File: config.mk
export PLATFORM = sky130hd
export DESIGN_NAME = sigdecode_z_seq
export DESIGN_NICKNAME = d
export VERILOG_FILES = /design/src/rtl/sigdecode_z_seq.sv
export SDC_FILE = /design/constraint.sdc
export NUM_CORES = 1
export LEC_CHECK = 0
export BUFFER_PORTS_ARGS = -buffer_cell sky130_fd_sc_hd__buf_4
export CELL_PAD_IN_SITES_DETAIL_PLACEMENT = 1
export CELL_PAD_IN_SITES_GLOBAL_PLACEMENT = 1
export CORE_MARGIN = 5
export CORE_UTILIZATION = 44
export CTS_BUF_LIST = sky130_fd_sc_hd__clkbuf_4
export DETAILED_ROUTE_END_ITERATION = 16
export PLACE_DENSITY = 0.89
export SYNTH_ARGS = -nofsm -noshare
export SYNTH_HDL_FRONTEND = slang
export SYNTH_SLANG_ARGS = --single-unit
export TNS_END_PERCENT = 5
File: constraint.sdc
create_clock -name clk -period 9.7 [get_ports clk]
set_input_delay 0.97 -clock clk [delete_from_list [all_inputs] [get_ports clk]]
set_output_delay 0.97 -clock clk [all_outputs]
set_load 0.01 [all_outputs]
File: src/rtl/sigdecode_z_seq.sv
// sigdecode_z_seq: streams packed (GAMMA1+1)-bit z words from signature memory,
// maps each back to a coefficient mod q and writes them to coefficient memory.
// Two read ports (even/odd addresses) feed two write ports, four lanes each.
// Optional z norm check is compiled in with SIGDECODE_Z_NORM_CHK_EN.

package sigdecode_z_pkg;
  localparam int ABR_MEM_ADDR_WIDTH = 15;
  localparam int MLDSA_N            = 256;
  localparam int MLDSA_Q            = 8380417;

  typedef enum logic [1:0] {
    RW_IDLE  = 2'b00,
    RW_READ  = 2'b01,
    RW_WRITE = 2'b10
  } mem_rw_mode_e;

  typedef struct packed {
    mem_rw_mode_e                  rd_wr_en;
    logic [ABR_MEM_ADDR_WIDTH-1:0] addr;
  } mem_if_t;

  typedef struct packed {
    mem_rw_mode_e                  rd_wr_en;
    logic [ABR_MEM_ADDR_WIDTH-1:0] addr;
  } sig_mem_if_t;
endpackage

// Per-lane combinational decode of one packed z word.
module sigdecode_z_lane
  import sigdecode_z_pkg::*;
#(
  parameter int REG_SIZE = 24,
  parameter int GAMMA1   = 19
`ifdef SIGDECODE_Z_NORM_CHK_EN
  , parameter int BETA   = 120
`endif
) (
  input  logic [GAMMA1:0]     v_i,
  output logic [REG_SIZE-1:0] coef_o
`ifdef SIGDECODE_Z_NORM_CHK_EN
  , output logic              viol_o
`endif
);
  localparam logic [GAMMA1:0]     G_V = {1'b1, {GAMMA1{1'b0}}};
  localparam logic [REG_SIZE-1:0] G_X = REG_SIZE'(G_V);
  localparam logic [REG_SIZE-1:0] Q_X = REG_SIZE'(MLDSA_Q);

  logic [REG_SIZE-1:0] v_x;
  assign v_x = REG_SIZE'(v_i);

  // z = G - v; v above G means z is negative, so lift it by q into [0, q)
  assign coef_o = (v_i <= G_V) ? (G_X - v_x) : (Q_X + G_X - v_x);

`ifdef SIGDECODE_Z_NORM_CHK_EN
  // |z| >= G - BETA  <=>  v <= BETA  or  v >= 2G - BETA (2G wraps to 0 here)
  localparam logic [GAMMA1:0] LO_V = (GAMMA1+1)'(BETA);
  localparam logic [GAMMA1:0] HI_V = G_V + G_V - LO_V;
  assign viol_o = (v_i <= LO_V) || (v_i >= HI_V);
`endif
endmodule

module sigdecode_z_seq
  import sigdecode_z_pkg::*;
#(
  parameter int MEM_ADDR_WIDTH = ABR_MEM_ADDR_WIDTH,
  parameter int REG_SIZE       = 24,
  parameter int GAMMA1         = 19,
  parameter int NUM_POLY       = 7,
  parameter int BETA           = 120
) (
  input  logic                           clk,
  input  logic                           reset_n,
  input  logic                           zeroize,
  input  logic                           sigdecode_z_enable,
  input  logic [MEM_ADDR_WIDTH-1:0]      src_base_addr,
  input  logic [MEM_ADDR_WIDTH-1:0]      dest_base_addr,
  output sig_mem_if_t                    sigmem_a_rd_req,
  output sig_mem_if_t                    sigmem_b_rd_req,
  input  logic [3:0][GAMMA1:0]           sigmem_a_rd_data,
  input  logic [3:0][GAMMA1:0]           sigmem_b_rd_data,
  output mem_if_t                        mem_a_wr_req,
  output mem_if_t                        mem_b_wr_req,
  output logic [3:0][REG_SIZE-1:0]       mem_a_wr_data,
  output logic [3:0][REG_SIZE-1:0]       mem_b_wr_data,
  output logic                           sigdecode_z_done
`ifdef SIGDECODE_Z_NORM_CHK_EN
  , output logic                         z_norm_fail
`endif
);
  localparam int NUM_LANES = 8;
  localparam int NUM_WORDS = NUM_POLY * MLDSA_N / 4;
  localparam int NUM_PAIRS = NUM_WORDS / 2;
  localparam int CNT_W     = $clog2(NUM_PAIRS);
  localparam logic [CNT_W-1:0] LAST_PAIR = CNT_W'(NUM_PAIRS - 1);

  typedef enum logic [2:0] {IDLE, RD, RD_WR, DRAIN1, DRAIN2, DONE} state_e;

  state_e                             state_q, state_d;
  logic [CNT_W-1:0]                   rd_cnt_q, rd_cnt_d, wr_cnt_q, wr_cnt_d;
  logic [MEM_ADDR_WIDTH-1:0]          src_q, src_d, dest_q, dest_d;
  logic [1:0]                         vld_pipe_q, vld_pipe_d;
  sig_mem_if_t                        rd_a_q, rd_a_d, rd_b_q, rd_b_d;
  mem_if_t                            wr_a_q, wr_a_d, wr_b_q, wr_b_d;
  logic [NUM_LANES-1:0][REG_SIZE-1:0] wr_data_q, wr_data_d;
  logic                               done_q, done_d;
  logic                               start, rd_issue;
  logic [MEM_ADDR_WIDTH-1:0]          rd_addr, wr_addr;

  logic [NUM_LANES-1:0][GAMMA1:0]     lane_v;
  logic [NUM_LANES-1:0][REG_SIZE-1:0] lane_coef;
`ifdef SIGDECODE_Z_NORM_CHK_EN
  logic [NUM_LANES-1:0]               lane_viol, viol_q;
  logic                               fail_q;
`endif

  // lanes 0..3 come from port a, 4..7 from port b
  assign lane_v = {sigmem_b_rd_data, sigmem_a_rd_data};

  for (genvar i = 0; i < NUM_LANES; i++) begin : g_lane
    sigdecode_z_lane #(
      .REG_SIZE(REG_SIZE),
      .GAMMA1  (GAMMA1)
`ifdef SIGDECODE_Z_NORM_CHK_EN
      , .BETA  (BETA)
`endif
    ) u_lane (
      .v_i   (lane_v[i]),
      .coef_o(lane_coef[i])
`ifdef SIGDECODE_Z_NORM_CHK_EN
      , .viol_o(lane_viol[i])
`endif
    );
  end

  // Next-state, read issue and the write stage two cycles behind the reads
  always_comb begin
    state_d  = state_q;
    rd_cnt_d = rd_cnt_q;
    wr_cnt_d = wr_cnt_q;
    src_d    = src_q;
    dest_d   = dest_q;
    start    = 1'b0;
    rd_issue = 1'b0;
    done_d   = 1'b0;
    case (state_q)
      IDLE: if (sigdecode_z_enable) begin
        start    = 1'b1;
        src_d    = src_base_addr;
        dest_d   = dest_base_addr;
        rd_cnt_d = '0;
        wr_cnt_d = '0;
        state_d  = RD;
      end
      RD: begin
        rd_issue = 1'b1;
        rd_cnt_d = rd_cnt_q + CNT_W'(1);
        state_d  = RD_WR;
      end
      RD_WR: begin
        rd_issue = 1'b1;
        if (rd_cnt_q == LAST_PAIR) state_d = DRAIN1;
        else                       rd_cnt_d = rd_cnt_q + CNT_W'(1);
      end
      DRAIN1:  state_d = DRAIN2;
      DRAIN2:  state_d = DONE;
      DONE: begin
        done_d  = 1'b1;
        state_d = IDLE;
      end
      default: state_d = IDLE;
    endcase

    rd_addr = src_q + MEM_ADDR_WIDTH'({rd_cnt_q, 1'b0});
    rd_a_d  = '0;
    rd_b_d  = '0;
    if (rd_issue) begin
      rd_a_d.rd_wr_en = RW_READ;
      rd_a_d.addr     = ABR_MEM_ADDR_WIDTH'(rd_addr);
      rd_b_d.rd_wr_en = RW_READ;
      rd_b_d.addr     = ABR_MEM_ADDR_WIDTH'(rd_addr + MEM_ADDR_WIDTH'(1));
    end
    vld_pipe_d = {vld_pipe_q[0], rd_issue};

    // vld_pipe_q[1] marks the cycle the read data for a pair is on the bus
    wr_addr   = dest_q + MEM_ADDR_WIDTH'({wr_cnt_q, 1'b0});
    wr_a_d    = '0;
    wr_b_d    = '0;
    wr_data_d = '0;
    if (vld_pipe_q[1]) begin
      wr_a_d.rd_wr_en = RW_WRITE;
      wr_a_d.addr     = ABR_MEM_ADDR_WIDTH'(wr_addr);
      wr_b_d.rd_wr_en = RW_WRITE;
      wr_b_d.addr     = ABR_MEM_ADDR_WIDTH'(wr_addr + MEM_ADDR_WIDTH'(1));
      wr_data_d       = lane_coef;
      wr_cnt_d        = wr_cnt_q + CNT_W'(1);
    end
  end

  // State and pipeline registers; zeroize wipes everything like reset
  always_ff @(posedge clk or negedge reset_n) begin
    if (!reset_n) begin
      state_q    <= IDLE;
      rd_cnt_q   <= '0;
      wr_cnt_q   <= '0;
      src_q      <= '0;
      dest_q     <= '0;
      vld_pipe_q <= '0;
      rd_a_q     <= '0;
      rd_b_q     <= '0;
      wr_a_q     <= '0;
      wr_b_q     <= '0;
      wr_data_q  <= '0;
      done_q     <= 1'b0;
    end else if (zeroize) begin
      state_q    <= IDLE;
      rd_cnt_q   <= '0;
      wr_cnt_q   <= '0;
      src_q      <= '0;
      dest_q     <= '0;
      vld_pipe_q <= '0;
      rd_a_q     <= '0;
      rd_b_q     <= '0;
      wr_a_q     <= '0;
      wr_b_q     <= '0;
      wr_data_q  <= '0;
      done_q     <= 1'b0;
    end else begin
      state_q    <= state_d;
      rd_cnt_q   <= rd_cnt_d;
      wr_cnt_q   <= wr_cnt_d;
      src_q      <= src_d;
      dest_q     <= dest_d;
      vld_pipe_q <= vld_pipe_d;
      rd_a_q     <= rd_a_d;
      rd_b_q     <= rd_b_d;
      wr_a_q     <= wr_a_d;
      wr_b_q     <= wr_b_d;
      wr_data_q  <= wr_data_d;
      done_q     <= done_d;
    end
  end

  assign sigmem_a_rd_req  = rd_a_q;
  assign sigmem_b_rd_req  = rd_b_q;
  assign mem_a_wr_req     = wr_a_q;
  assign mem_b_wr_req     = wr_b_q;
  assign mem_a_wr_data    = wr_data_q[3:0];
  assign mem_b_wr_data    = wr_data_q[7:4];
  assign sigdecode_z_done = done_q;

`ifdef SIGDECODE_Z_NORM_CHK_EN
  // viol_q lines up with the visible write; the sticky flag lands a cycle later
  always_ff @(posedge clk or negedge reset_n) begin
    if (!reset_n) begin
      viol_q <= '0;
      fail_q <= 1'b0;
    end else if (zeroize) begin
      viol_q <= '0;
      fail_q <= 1'b0;
    end else begin
      viol_q <= vld_pipe_q[1] ? lane_viol : '0;
      fail_q <= start ? 1'b0 : (fail_q | (|viol_q));
    end
  end

  assign z_norm_fail = fail_q;
`endif
endmodule

## Word-level counts from Yosys, hierarchy flattened

Cells that the tools add are included.

- Bits in registers: 312
- Bits of input ports: 194
- Output and inout port bits: 261
- Word-level logic and storage cells: 112

- $add $sub $neg: 22
- Magnitude comparators: 8
- Equal/unequal tests: 9
- Muxes and demuxes: 39
- Reduce and logical (&&, ||, !) cells: 11

Operators with widths:

| cell | count |
|---|---|
| $mux W192 | 2 |
| $mux W24 | 8 |
| $sub A24 B20 Y24 const A | 8 |
| $sub A20 B20 Y21 const A | 8 |
| $le A20 B20 Y1 const B | 8 |
| $mux W17 | 6 |
| $mux W15 | 6 |
| $mux W8 | 6 |
| $mux W16 | 2 |
| $add A15 B1 Y15 const B | 2 |
| $add A15 B9 Y15 | 2 |
| $pmux W8 S3 | 1 |
| $add A8 B1 Y8 const B | 2 |
| $pmux W3 S5 | 1 |
| $mux W3 | 3 |
| $ne A3 B3 Y1 const B | 3 |
| $eq A8 B8 Y1 const B | 1 |
| $eq A3 B2 Y1 const B | 2 |
| $eq A3 B3 Y1 const B | 2 |
| $reduce_and A2 Y1 | 3 |
| $reduce_bool A3 Y1 | 2 |
| $reduce_bool A2 Y1 | 2 |
| $reduce_bool A4 Y1 | 1 |
| $eq A3 B1 Y1 const B | 1 |
| 5 further kinds | 7 |

## Logic depth before layout (Yosys ltp)

Gate-level depths: netlist (run 1).

- Depth in word-level cells: 5
- Depth in mapped cells: 10
- Mapped depth without buffers: 9

## Hierarchy

From an unflattened synthesis (run 1), not the netlist that was laid out.

- Cell total of the unflattened synthesis: 1795
- Area total of the unflattened synthesis: 17889.7 um^2

By module, submodules not included:

| module | instances | cells each | area an instance (um^2) | seq. area each (um^2) |
|---|---|---|---|---|
| sigdecode_z_seq | 1 | 931 | 11543.6 | 7632.3 |
| sigdecode_z_lane | 8 | 108 | 793.3 | 0.0 |

## Worst setup path before layout (run 1)

OpenSTA, ideal clock, no wires.

- Kind: register -> register
- Start: register wr_cnt_q[0]
- End: register wr_b_q (netlist bit mem_b_wr_req[14])
- Library setup time: 128 ps
- Arrival: 3220 ps
- Required time: 9572 ps
- Setup slack: 6352 ps
- Stages on the path, launching flop included: 10
- Path buffers: 0
- Clock period less this slack: 3348 ps
- Path through: dfrtp_1 -> ha_1 -> fa_1 -> a211o_1 -> a211o_1 -> o311a_1 -> or4_4 -> or4_1 -> nor3_2 -> mux2_1

- Word-level cells in the longest chain between the ends: 4

RTL lines:

| what | line | text |
|---|---|---|
| from (decl) | 99 | `logic [CNT_W-1:0] rd_cnt_q, rd_cnt_d, wr_cnt_q, wr_cnt_d;` |
| from (signal assigned) | 230 | `wr_cnt_q <= wr_cnt_d;` |
| $add A15 B9 Y15 | 185 | `wr_addr = dest_q + MEM_ADDR_WIDTH'({wr_cnt_q, 1'b0});` |
| $add A15 B1 Y15 | 193 | `wr_b_d.addr = ABR_MEM_ADDR_WIDTH'(wr_addr + MEM_ADDR_WIDTH'(1));` |
| $mux W17 | 189 | `if (vld_pipe_q[1]) begin` |
| $mux W17 | 214 | `end else if (zeroize) begin` |
| to (signal assigned) | 237 | `wr_b_q <= wr_b_d;` |
| to (decl) | 103 | `mem_if_t wr_a_q, wr_a_d, wr_b_q, wr_b_d;` |

No other way between the ends.
A chain may end at the register's enable or synchronous reset.

## Worst setup path in the final report (run 1)

- Start: register rd_cnt_q[0]
- End: register rd_b_q (netlist bit sigmem_b_rd_req[14])

- Word-level cells in the longest chain between the ends: 4

RTL lines:

| what | line | text |
|---|---|---|
| from (decl) | 99 |  |
| from (signal assigned) | 229 | `rd_cnt_q <= rd_cnt_d;` |
| $add A15 B9 Y15 | 173 | `rd_addr = src_q + MEM_ADDR_WIDTH'({rd_cnt_q, 1'b0});` |
| $add A15 B1 Y15 | 180 | `rd_b_d.addr = ABR_MEM_ADDR_WIDTH'(rd_addr + MEM_ADDR_WIDTH'(1));` |
| $mux W16 | 176 | `if (rd_issue) begin` |
| $mux W17 | 214 |  |
| to (signal assigned) | 235 | `rd_b_q <= rd_b_d;` |
| to (decl) | 102 | `sig_mem_if_t rd_a_q, rd_a_d, rd_b_q, rd_b_d;` |

No other way between the ends.

==> run summary, run 1 <==
Post-synthesis sequential area ratio -> 0.481
Drt pass-1 iters -> 5
Vias per cell -> 5.62
Final period utilization -> 0.371
Fin crit period -> 3.60 ns
Routed Wire Length -> 59500 um
Htree depth -> 3
Tot GR Track Use -> 0.289
Worst setup EP type -> flip-flop
CTS Hold Buffers Added -> 0
Critical path required time -> 10.33 ns
Pins Over Slew Limit -> 0
Switch Pwr -> 0.842 mW
Post-cts resize count -> 0
DRC viols -> 0
Post-CTS Setup Bufs -> 0
Finished Cell Area -> 20800 um^2
Commonest register cell after synthesis -> dfrtp_1
Leakage power -> 10.3 nW
Initial antenna violation count -> 6
# setup viols final -> 0
Grt total ovfl -> 0
Element type at the critical path start -> flip-flop
Clk Latency, worst-skew pair -> 0.75 ns
Number of port buffers -> 450
Post-DR wirelength/cell -> 22.2 um
Final worst slack -> 6.10 ns
FF+latch count, synth -> 305
RSZ-0062 raised after global routing -> false
Ys Warns -> 0
Cells after Synth -> 1674
Clock Sink Count -> 305
Synthesized area -> 15900 um^2
DP Worst Slack -> 5.77 ns
Netlist cell types -> 84
Crit Path Class -> flip-flop to flip-flop
Number of global-route vias before repair -> 16630
Max-cap violations -> 0
Power density cells -> 144 nW/um^2
Num CTS Buffers -> 84
GP Congestion -> 0.942
Clock share of power -> 0.418
Largest net degree at the start of global routing -> 103
CP arrival -> 4.23 ns
Via count -> 15077
Run status -> complete, no violations
Rel. slew slack -> 0.287
Asr flop ratio synth -> 1.00
R2r worst-path depth -> 9
Final Skew -> 0.0384 ns
DP Area -> 19600 um^2
CTS tree -> built
Avg Cell Area, Syn -> 9.48 um^2
Clk slew on worst S/H paths -> 0.07 ns
Total negative slack -> 0 ns
ANT nets after route -> 0
Clock Tree Buf Depth -> 3
Seq pwr share -> 0.442
DIE AREA -> 40000 um^2
Initial DRC count -> 676
Clock root buffer master -> clkbuf_4
Slew at the pin closest to its max-slew limit -> 1.07 ns
Die height -> 200 um
First-pass GRT wire length -> 91600 um
Post-synth EDFFs -> 0
Nets -> 2387
Sw Share -> 0.280
Std cell rows -> 69
Worst hold path type -> input port to async pin
Die X -> 200 um
Combinational cell fraction of total power -> 0.140
Maximum vdd ir drop -> 101 uV
Fraction of layout cells with a size suffix above 1 -> 0.286
Initial core utilization -> 0.446
Core area -> 35600 um^2
Total Power -> 3.00 mW
Worst Path Max Fanout -> 4
Placed wire-length estimate -> 44900 um
IO Pins -> 455
Area Overhead vs Synth -> 31.0%
Final hold violation count -> 0
P_int -> 2.16 mW
FMAX -> 0.278 GHz
[registers in the layout, indices dropped and copies added (netlist names)]
signal            flops
mem_a_wr_data        96
mem_b_wr_data        96
mem_b_wr_req         16
dest_q               15
mem_a_wr_req         15
sigmem_a_rd_req      15
sigmem_b_rd_req      15
src_q                15
rd_cnt_q              8
wr_cnt_q              8
state_q               3
vld_pipe_q            2
sigdecode_z_done      1
[cell families (layout without fill, tap and decap cells)]
| logic type | count (synthesis) | in the layout | share of synthesized area |
|---|---|---|---|
| adder cells (fa/ha/maj) | 38 | 38 | 0.0309 |
| AO/OA/AOI/OAI | 288 | 288 | 0.125 |
| flip-flops | 305 | 305 | 0.481 |
| multiplexers | 23 | 23 | 0.0151 |
| XOR/XNOR | 162 | 162 | 0.0894 |
| AND/OR/NAND/NOR | 739 | 739 | 0.228 |
| other | 1 | 8 | 0.000236 |
| buffers and inverters | 118 | 658 | 0.0304 |
[cells in the final DEF, fill, tap and decap left out, types with 16 or more instances in the layout]
master    instances
buf_4           461
dfrtp_1         305
nor2_1          295
clkbuf_4        122
nand2_1         119
xnor2_1          94
a21oi_1          68
xor2_1           68
nor3_1           62
inv_1            48
nand3_1          47
o21ai_0          47
ha_1             36
a22o_1           30
and3_1           26
nor4_1           25
and2_1           22
nand2b_1         20
a21o_1           17
mux2i_1          17
nand4_1          16
or4_1            16
clkinv_1         16
[worst paths after layout]
check,slack [ns],endpoint,from
max reg2reg,6.10,sigmem_b_rd_req[14]$_DFF_PN0_,rd_cnt_q[0]$_DFFE_PN0P_
min,0.29,mem_a_wr_data[28]$_DFF_PN0_,reset_n
min in group clk,0.44,src_q[12]$_DFFE_PN0P_,src_base_addr[12]
max in group asynchronous,7.02,mem_a_wr_data[51]$_DFF_PN0_,reset_n
min reg2reg,0.52,src_q[1]$_DFFE_PN0P_,src_q[1]$_DFFE_PN0P_
max,6.10,sigmem_b_rd_req[14]$_DFF_PN0_,rd_cnt_q[0]$_DFFE_PN0P_
[synth_stat cells, drive strengths merged, types with 30 or more instances]
master    n  area share
nor2    297       0.070
ha       36       0.028
nor3     64       0.020
inv      48       0.011
dfrtp   305        0.48
a21oi    68       0.021
nand3    47       0.015
clkbuf   54       0.013
o21ai    61       0.019
a22o     30       0.017
xor2     68       0.038
xnor2    94       0.052
nand2   119       0.028
[through the flow]
step / instances / hold slack (ns) / util
2_1_floorplan: 1677 / 0.477 / -
3_3_place_gp: 2530 / 0.495 / 0.552
3_5_place_dp: 2530 / 0.504 / 0.552
4_1_cts: 2678 / 0.221 / 0.584
5_1_grt: 2682 / 0.288 / 0.584
6_report: 2682 / 0.287 / 0.584
[worst max-delay path, cell delays in order, from the launching register on]
cell	delay (ns)
dfrtp_1	0.45
ha_1	0.27
fa_1	0.44
a21o_1	0.20
a221oi_1	0.40
xnor2_1	0.24
nor4_1	0.52
nand4bb_1	0.22
nor4_1	0.36
mux2_2	0.38
[cell type report]
cell class | count | area [um^2]
fill | 4130 | 14800
multi-input combinational | 1254 | 7780
sequential | 305 | 7630
timing repair buffer | 462 | 3480
clock buffer | 122 | 916
tap | 461 | 577
clock inverter | 26 | 211
inverter | 48 | 180
antenna | 4 | 10.0
[power groups by stage]
stage                     Sequential (mW)  Combinational [mW]  Clock [mW]
after detailed placement             1.35               0.414           0
final                                1.33               0.420        1.25
after floorplan                      1.35               0.194           0
after global placement               1.35               0.397           0
after CTS                            1.33               0.419        1.30
after global routing                 1.33               0.459        1.36
[routing by layer]
metal | share of wire | global-route usage | vias up
met1 | 0.37 | 0.320 | 7488
met3 | 0.086 | 0.0932 | 173
li1 | - | - | 6832
met2 | 0.49 | 0.501 | 580
met4 | 0.053 | 0.147 | 4
met5 | 0.00067 | 0 | -
Power figures use the tool's default switching activity.
==> inputs of run 2 (changes only) <==
ABC_AREA = 1   (was unset)
CORE_UTILIZATION = 36   (was 44)
PLACE_DENSITY = 0.79   (was 0.89)
clock period = 3.1 ns   (was 9.7 ns; I/O delays follow)
==> run 2 against run 1 <==
Effect of this change:
- the flow now finishes with violations (setup timing)
- first-iteration DRC count increased by 59%
- area after synthesis grew 21%
- cell count up 60%
- flip-flop and latch count is the same
- wire length increased by 48%
- synthesized cell count grew 61%
- via count grew 49%
- global-route usage increased by 0.091 points
- worst setup slack lost 6.1 ns
- clock power rose to 3.1 times the previous value
- clock-buffer cell count is 6 higher
- hold slack lost 0.17 ns
==> run summary, run 2 <==
Power density cells -> 423 nW/um^2
Final period utilization -> 1.02
Post-synth EDFFs -> 0
Grt total ovfl -> 0
Number of cells on the worst hold path -> 7
FMAX -> 0.318 GHz
Commonest register cell after synthesis -> dfrtp_1
Synth area leader -> dfrtp_1
Largest net degree at the start of global routing -> 73
Fin crit period -> 3.15 ns
DP Worst Slack -> 0.504 ns
Commonest non-fill, non-tap cell in the layout -> nand2_1
Worst setup EP type -> flip-flop
Crit Path Class -> input port to flip-flop
Synthesized area -> 19200 um^2
# setup viols final -> 2
Run status -> complete, but fails checks
Clock root buffer master -> clkbuf_4
Element type at the critical path start -> input port
Placed wire-length estimate -> 57600 um
Fraction of layout cells with a size suffix above 1 -> 0.206
Clk slew on worst S/H paths -> 0.08 ns
Number of port buffers -> 450
Routed Wire Length -> 88200 um
Std cell rows -> 84
Main area contributors after synthesis -> dfrtp_1 40%, nand2_1 13%, nor2_1 8.7%, xor2_1 7.1%, nand3_1 6.9%
Vias per cell -> 5.25
Top post-synthesis cells by count -> 660 x nand2_1, 442 x nor2_1, 305 x dfrtp_1
Initial core utilization -> 0.364
Total Power -> 11.8 mW
CP arrival -> 3.81 ns
Most common cell in the netlist -> nand2_1
Core area -> 52700 um^2
Drt pass-1 iters -> 5
CTS tree -> built
Tot GR Track Use -> 0.290
GP Congestion -> 0.953
Clock Tree Buf Depth -> 3
Final worst slack -> -0.0472 ns
DRC viols -> 0
IO Pins -> 455
DP Area -> 23200 um^2
Finished Cell Area -> 27900 um^2
DIE AREA -> 57900 um^2
Die X -> 241 um
Cells after Synth -> 2690
Avg Cell Area, Syn -> 7.12 um^2
Commonest cells after routing, fill and taps aside -> 657 x nand2_1, 498 x buf_4, 436 x nor2_1, 307 x dlygate4sd3_1, 304 x dfrtp_1
Asr flop ratio synth -> 1.00
Die height -> 241 um
Slew at the pin closest to its max-slew limit -> 0.887 ns
R2r worst-path depth -> 8
ANT nets after route -> 0
Post-DR wirelength/cell -> 20.5 um
Number of global-route vias before repair -> 24681
Area Overhead vs Synth -> 45.5%
Nets -> 3757
Final hold violation count -> 0
RSZ-0062 raised after global routing -> true
First-pass GRT wire length -> 134000 um
Via count -> 22529
Final Skew -> 0.0634 ns
FF+latch count, synth -> 305
Critical path required time -> 3.76 ns
Worst Path Max Fanout -> 6
Clock Sink Count -> 305
Num CTS Buffers -> 90
Violated checks -> setup timing
Initial DRC count -> 1078
Worst hold path type -> input port to flip-flop
Leakage power -> 14.3 nW
Pins Over Slew Limit -> 0
Htree depth -> 3
Initial antenna violation count -> 17
Maximum vdd ir drop -> 291 uV
Post-synthesis sequential area ratio -> 0.399
Rel. slew slack -> 0.408
Ys Warns -> 0
Max-cap violations -> 0
Netlist cell types -> 52
Clk Latency, worst-skew pair -> 0.87 ns
Synth top area share -> 0.399
Total negative slack -> -0.0727 ns
## run 2: cell types whose count changed in the layout (fill, tap and decap cells not counted), moves of 29 or more
cell,previous run,this run
a22o_1,30,1
buf_4,461,498
dlygate4sd3_1,0,307
inv_1,48,299
nand2_1,119,657
nand3_1,47,262
nand4_1,16,50
nor2_1,295,436
o21ai_0,47,97
xnor2_1,94,13
xor2_1,68,155
## run 2: metal layers
metal,vias to the layer above,track usage,part of all wire
li1,10295,-,-
met1,11030,0.321,0.38
met2,884,0.509,0.50
met3,312,0.0782,0.070
met4,8,0.157,0.056
met5,-,0,0.00052
## run 2: power by group
part / switching (mW) / internal, mW / leakage [nW]
clock: 1.95 / 1.98 / 0.659
combinational: 2.07 / 1.28 / 9.44
sequential: 0.218 / 4.30 / 4.21
total: 4.24 / 7.56 / 14.3
## run 2: metrics by stage
stage,util,hold WS [ns],cells
finish,0.529,0.118,4294
global placement,0.441,0.355,3779
floorplan,-,0.0144,2693
detailed placement,0.441,0.365,3779
CTS,0.521,0.00138,4245
global route,0.529,0.0952,4291
## run 2: final timing paths
kind / from / to / slack [ns]
setup / recovery: sigmem_a_rd_data[41] / mem_a_wr_data[51]$_DFF_PN0_ / -0.05
hold / removal: sigmem_a_rd_data[57] / mem_a_wr_data[66]$_DFF_PN0_ / 0.12
setup reg to reg: vld_pipe_q[1]$_DFF_PN0_ / mem_a_wr_data[76]$_DFF_PN0_ / 0.24
hold reg to reg: dest_q[7]$_DFFE_PN0P_ / dest_q[7]$_DFFE_PN0P_ / 0.49
max in group asynchronous: reset_n / mem_a_wr_data[72]$_DFF_PN0_ / 0.89
min in group asynchronous: reset_n / mem_a_wr_data[93]$_DFF_PN0_ / 0.54
## run 2: cell families (layout without fill, tap and decap cells)
family | after synthesis | in the layout | share of synthesized area
adder cells (fa/ha/maj) | 38 | 38 | 0.0256
XOR/XNOR | 168 | 168 | 0.0768
AND/OR/NAND/NOR | 1580 | 1581 | 0.358
AO/OA/AOI/OAI | 211 | 211 | 0.0583
other | 1 | 18 | 0.000196
flip-flops | 305 | 305 | 0.399
buffers and inverters | 387 | 1285 | 0.0827
## run 2: final cells by class
cell class / count / area, um^2
antenna: 14 / 35.0
fill: 6625 / 24800
inverter: 314 / 1190
clock inverter: 31 / 164
timing repair buffer: 812 / 6940
multi-input combinational: 2002 / 10100
tap: 688 / 861
clock buffer: 128 / 961
sequential: 305 / 7630
## run 2: critical path, cell delays in order
cell and delay (ns):
dlygate4sd3_1 0.55, buf_4 0.16, inv_1 0.15, ha_2 0.30, nand2_1 0.13, inv_1 0.13, nand3_1 0.23, nand2_2 0.24
nand2_1 0.15, nand2_1 0.12, nand2_1 0.05, dlygate4sd3_1 0.55, nor3b_1 0.15, dlygate4sd3_1 0.58
## run 2: repair_timing
item,CTS,global route
hold buffers,307,0
resized for setup,0,35
endpoints found under the hold margin,451,0
buffers inserted,0,34
endpoints found under the setup margin,0,30
==> inputs of run 3 (changes only) <==
CORE_UTILIZATION = 40   (was 36)
PLACE_DENSITY = 0.83   (was 0.79)
clock period = 3.52 ns   (was 3.1 ns; I/O delays follow)
==> run 3 against run 2 <==
Effect of this change:
- the run now ends clean
- largest cell class unchanged
- total power decreased by 13%
- die area decreased by 9.6%
- combinational power decreased by 15%
- critical path type unchanged
- highest routed layer unchanged
- non-clock buffer count decreased by 98
- core utilization increased by 3.3 points
- sequential power decreased by 12%
- critical path depth increased by 2
- register-to-register slack improved by 0.46 ns
- largest power group unchanged
- clock-buffer cell count decreased by 8
- cell count decreased by 4.1%
==> run summary, run 3 (same netlist as run 2, synthesis figures left out) <==
GRT Max-Usage Layer -> met2
RSZ-0062 raised after global routing -> true
Final hold violation count -> 0
Placed wire-length estimate -> 56900 um
Fraction of layout cells with a size suffix above 1 -> 0.193
Vias per cell -> 5.45
Post-CTS Setup Bufs -> 0
CP cell instances -> dlygate4sd3_1 -> buf_4 -> inv_1 -> ha_1 -> inv_1 -> nor2_2 -> nand3_1 -> inv_1 -> nand3_1 -> nand3_4 -> nand2_2 -> nand3_1 -> and2_1 -> dlygate4sd3_1 -> nor2_1 -> dlygate4sd3_1
Final period utilization -> 0.993
GP Congestion -> 0.947
Drt pass-1 iters -> 5
Slowest-stage cell, CP -> dlygate4sd3_1
FMAX -> 0.286 GHz
Fin crit period -> 3.49 ns
Element type at the critical path start -> input port
Routed Wire Length -> 87700 um
Largest net degree at the start of global routing -> 86
IO Pins -> 455
Tot GR Track Use -> 0.327
CP arrival -> 4.23 ns
Htree depth -> 3
Max-cap violations -> 0
Worst setup EP type -> flip-flop
Core area -> 47500 um^2
Total Power -> 10.3 mW
R2R setup slack -> 0.70 ns
Rel. slew slack -> 0.293
Die X -> 229 um
Critical path required time -> 4.25 ns
Met1 Track Usage GR -> 0.373
Fin util -> 0.562
CP peak stage delay -> 0.58 ns
Num CTS Buffers -> 90
Clk slew on worst S/H paths -> 0.07 ns
M3 GR Usage -> 0.0753
DIE AREA -> 52400 um^2
Initial core utilization -> 0.403
# setup viols final -> 0
CTS tree -> built
Die height -> 229 um
Std cell rows -> 80
Number of port buffers -> 450
R2r worst-path depth -> 7
Grt total ovfl -> 0
Commonest cells after routing, fill and taps aside -> 659 x nand2_1, 461 x buf_4, 439 x nor2_1, 304 x dfrtp_1, 302 x inv_1
Commonest non-fill, non-tap cell in the layout -> nand2_1
Clock root buffer master -> clkbuf_4
First-pass GRT wire length -> 138000 um
Top delay family on crit path -> buffers and inverters
ANT nets after route -> 0
Initial DRC count -> 1296
Clock Tree Buf Depth -> 3
GRT met2 Usage -> 0.570
Via count -> 22445
Post-DR wirelength/cell -> 21.3 um
Placed Cells -> 3699
Fill cell count -> 6029
Final Skew -> 0.0639 ns
Area Overhead vs Synth -> 39.5%
Maximum vdd ir drop -> 272 uV
Power density cells -> 384 nW/um^2
Run status -> complete, no violations
R2r endpoint -> mem_a_wr_data[23]$_DFF_PN0_
Leakage power -> 13.8 nW
Fin Hold WS -> 0.0662 ns
Worst Path Max Fanout -> 17
Initial antenna violation count -> 17
Post-Layout Cell Count -> 4118
Clk Latency, worst-skew pair -> 0.86 ns
Nets -> 3658
Worst R2R Start -> vld_pipe_q[1]$_DFF_PN0_
Worst path buffer plus inverter count -> 7
DRC viols -> 0
Crit Path Class -> input port to flip-flop
Clock Sink Count -> 305
Slew at the pin closest to its max-slew limit -> 1.06 ns
Number of global-route vias before repair -> 24569
Worst hold path type -> input port to async pin
Pins Over Slew Limit -> 0
run 3: cell types whose count changed in the layout (fill, tap and decap cells not counted), sizes merged:
cell	change
dlygate4sd3	-57
buf	-41
clkbuf	-8
diode	+5
clkinv	-2
clkinvlp	-2
inv	+2
bufinv	+1
nand3	-1
run 3: through the flow:
stage	area (um^2)	worst slack [ns]	TNS (ns)
3_5_place_dp	23100	0.906	0
2_1_floorplan	19200	1.28	0
5_1_grt	26700	-0.00763	-0.00778
6_report	26700	0.0256	0
4_1_cts	26600	0.168	0
3_3_place_gp	23100	1.01	0
run 3: routing by layer:
layer / vias up / share of wire
li1: 10096 / -
met1: 10991 / 0.38
met2: 995 / 0.49
met3: 357 / 0.067
met4: 6 / 0.060
met5: - / 0.00051
run 3: how the worst max path moves through the flow:
stage                               endpoint  slack [ns]  cells after the start               startpoint
2_1_floorplan  sigmem_b_rd_req[12]$_DFF_PN0_        1.28                     13  rd_cnt_q[0]$_DFFE_PN0P_
3_3_place_gp     mem_b_wr_data[42]$_DFF_PN0_        1.01                     11     sigmem_b_rd_data[20]
3_5_place_dp     mem_b_wr_data[42]$_DFF_PN0_        0.91                     11     sigmem_b_rd_data[21]
4_1_cts          mem_b_wr_data[31]$_DFF_PN0_        0.17                     15     sigmem_b_rd_data[20]
5_1_grt          mem_a_wr_data[31]$_DFF_PN0_      -0.008                     18     sigmem_a_rd_data[20]
6_report          mem_b_wr_data[5]$_DFF_PN0_        0.03                     16      sigmem_b_rd_data[1]
run 3: worst reg2reg max path: stages (launching register included):
cell and delay [ns]:
dfrtp_2 0.40, inv_1 0.05, buf_4 0.35, nor2_4 0.08
inv_4 0.68, buf_4 0.45, nor3_1 0.11, dlygate4sd3_1 0.57
run 3: layout make-up:
class                      count  area, um^2  share of cell area
antenna                       19        47.5             0.00178
clock buffer                 120         901              0.0337
clock inverter                30         180             0.00674
inverter                     314        1180              0.0443
multi-input combinational   2001        9980               0.374
sequential                   305        7630               0.286
tap                          615         769              0.0288
timing repair buffer         714        6020               0.225
run 3: power by group:
part           total [mW]  internal, mW  leakage, nW  switching, mW
Clock                3.44          1.72        0.636           1.72
Sequential           3.98          3.78         4.21          0.194
Combinational        2.84          1.04         8.98           1.80
Total                10.3          6.54         13.8           3.72
run 3: timing repair:
action	4_1_cts	5_1_grt
hold buffers	250	0
resized for setup	0	6
endpoints found under the hold margin	295	0
setup endpoints to repair	0	8
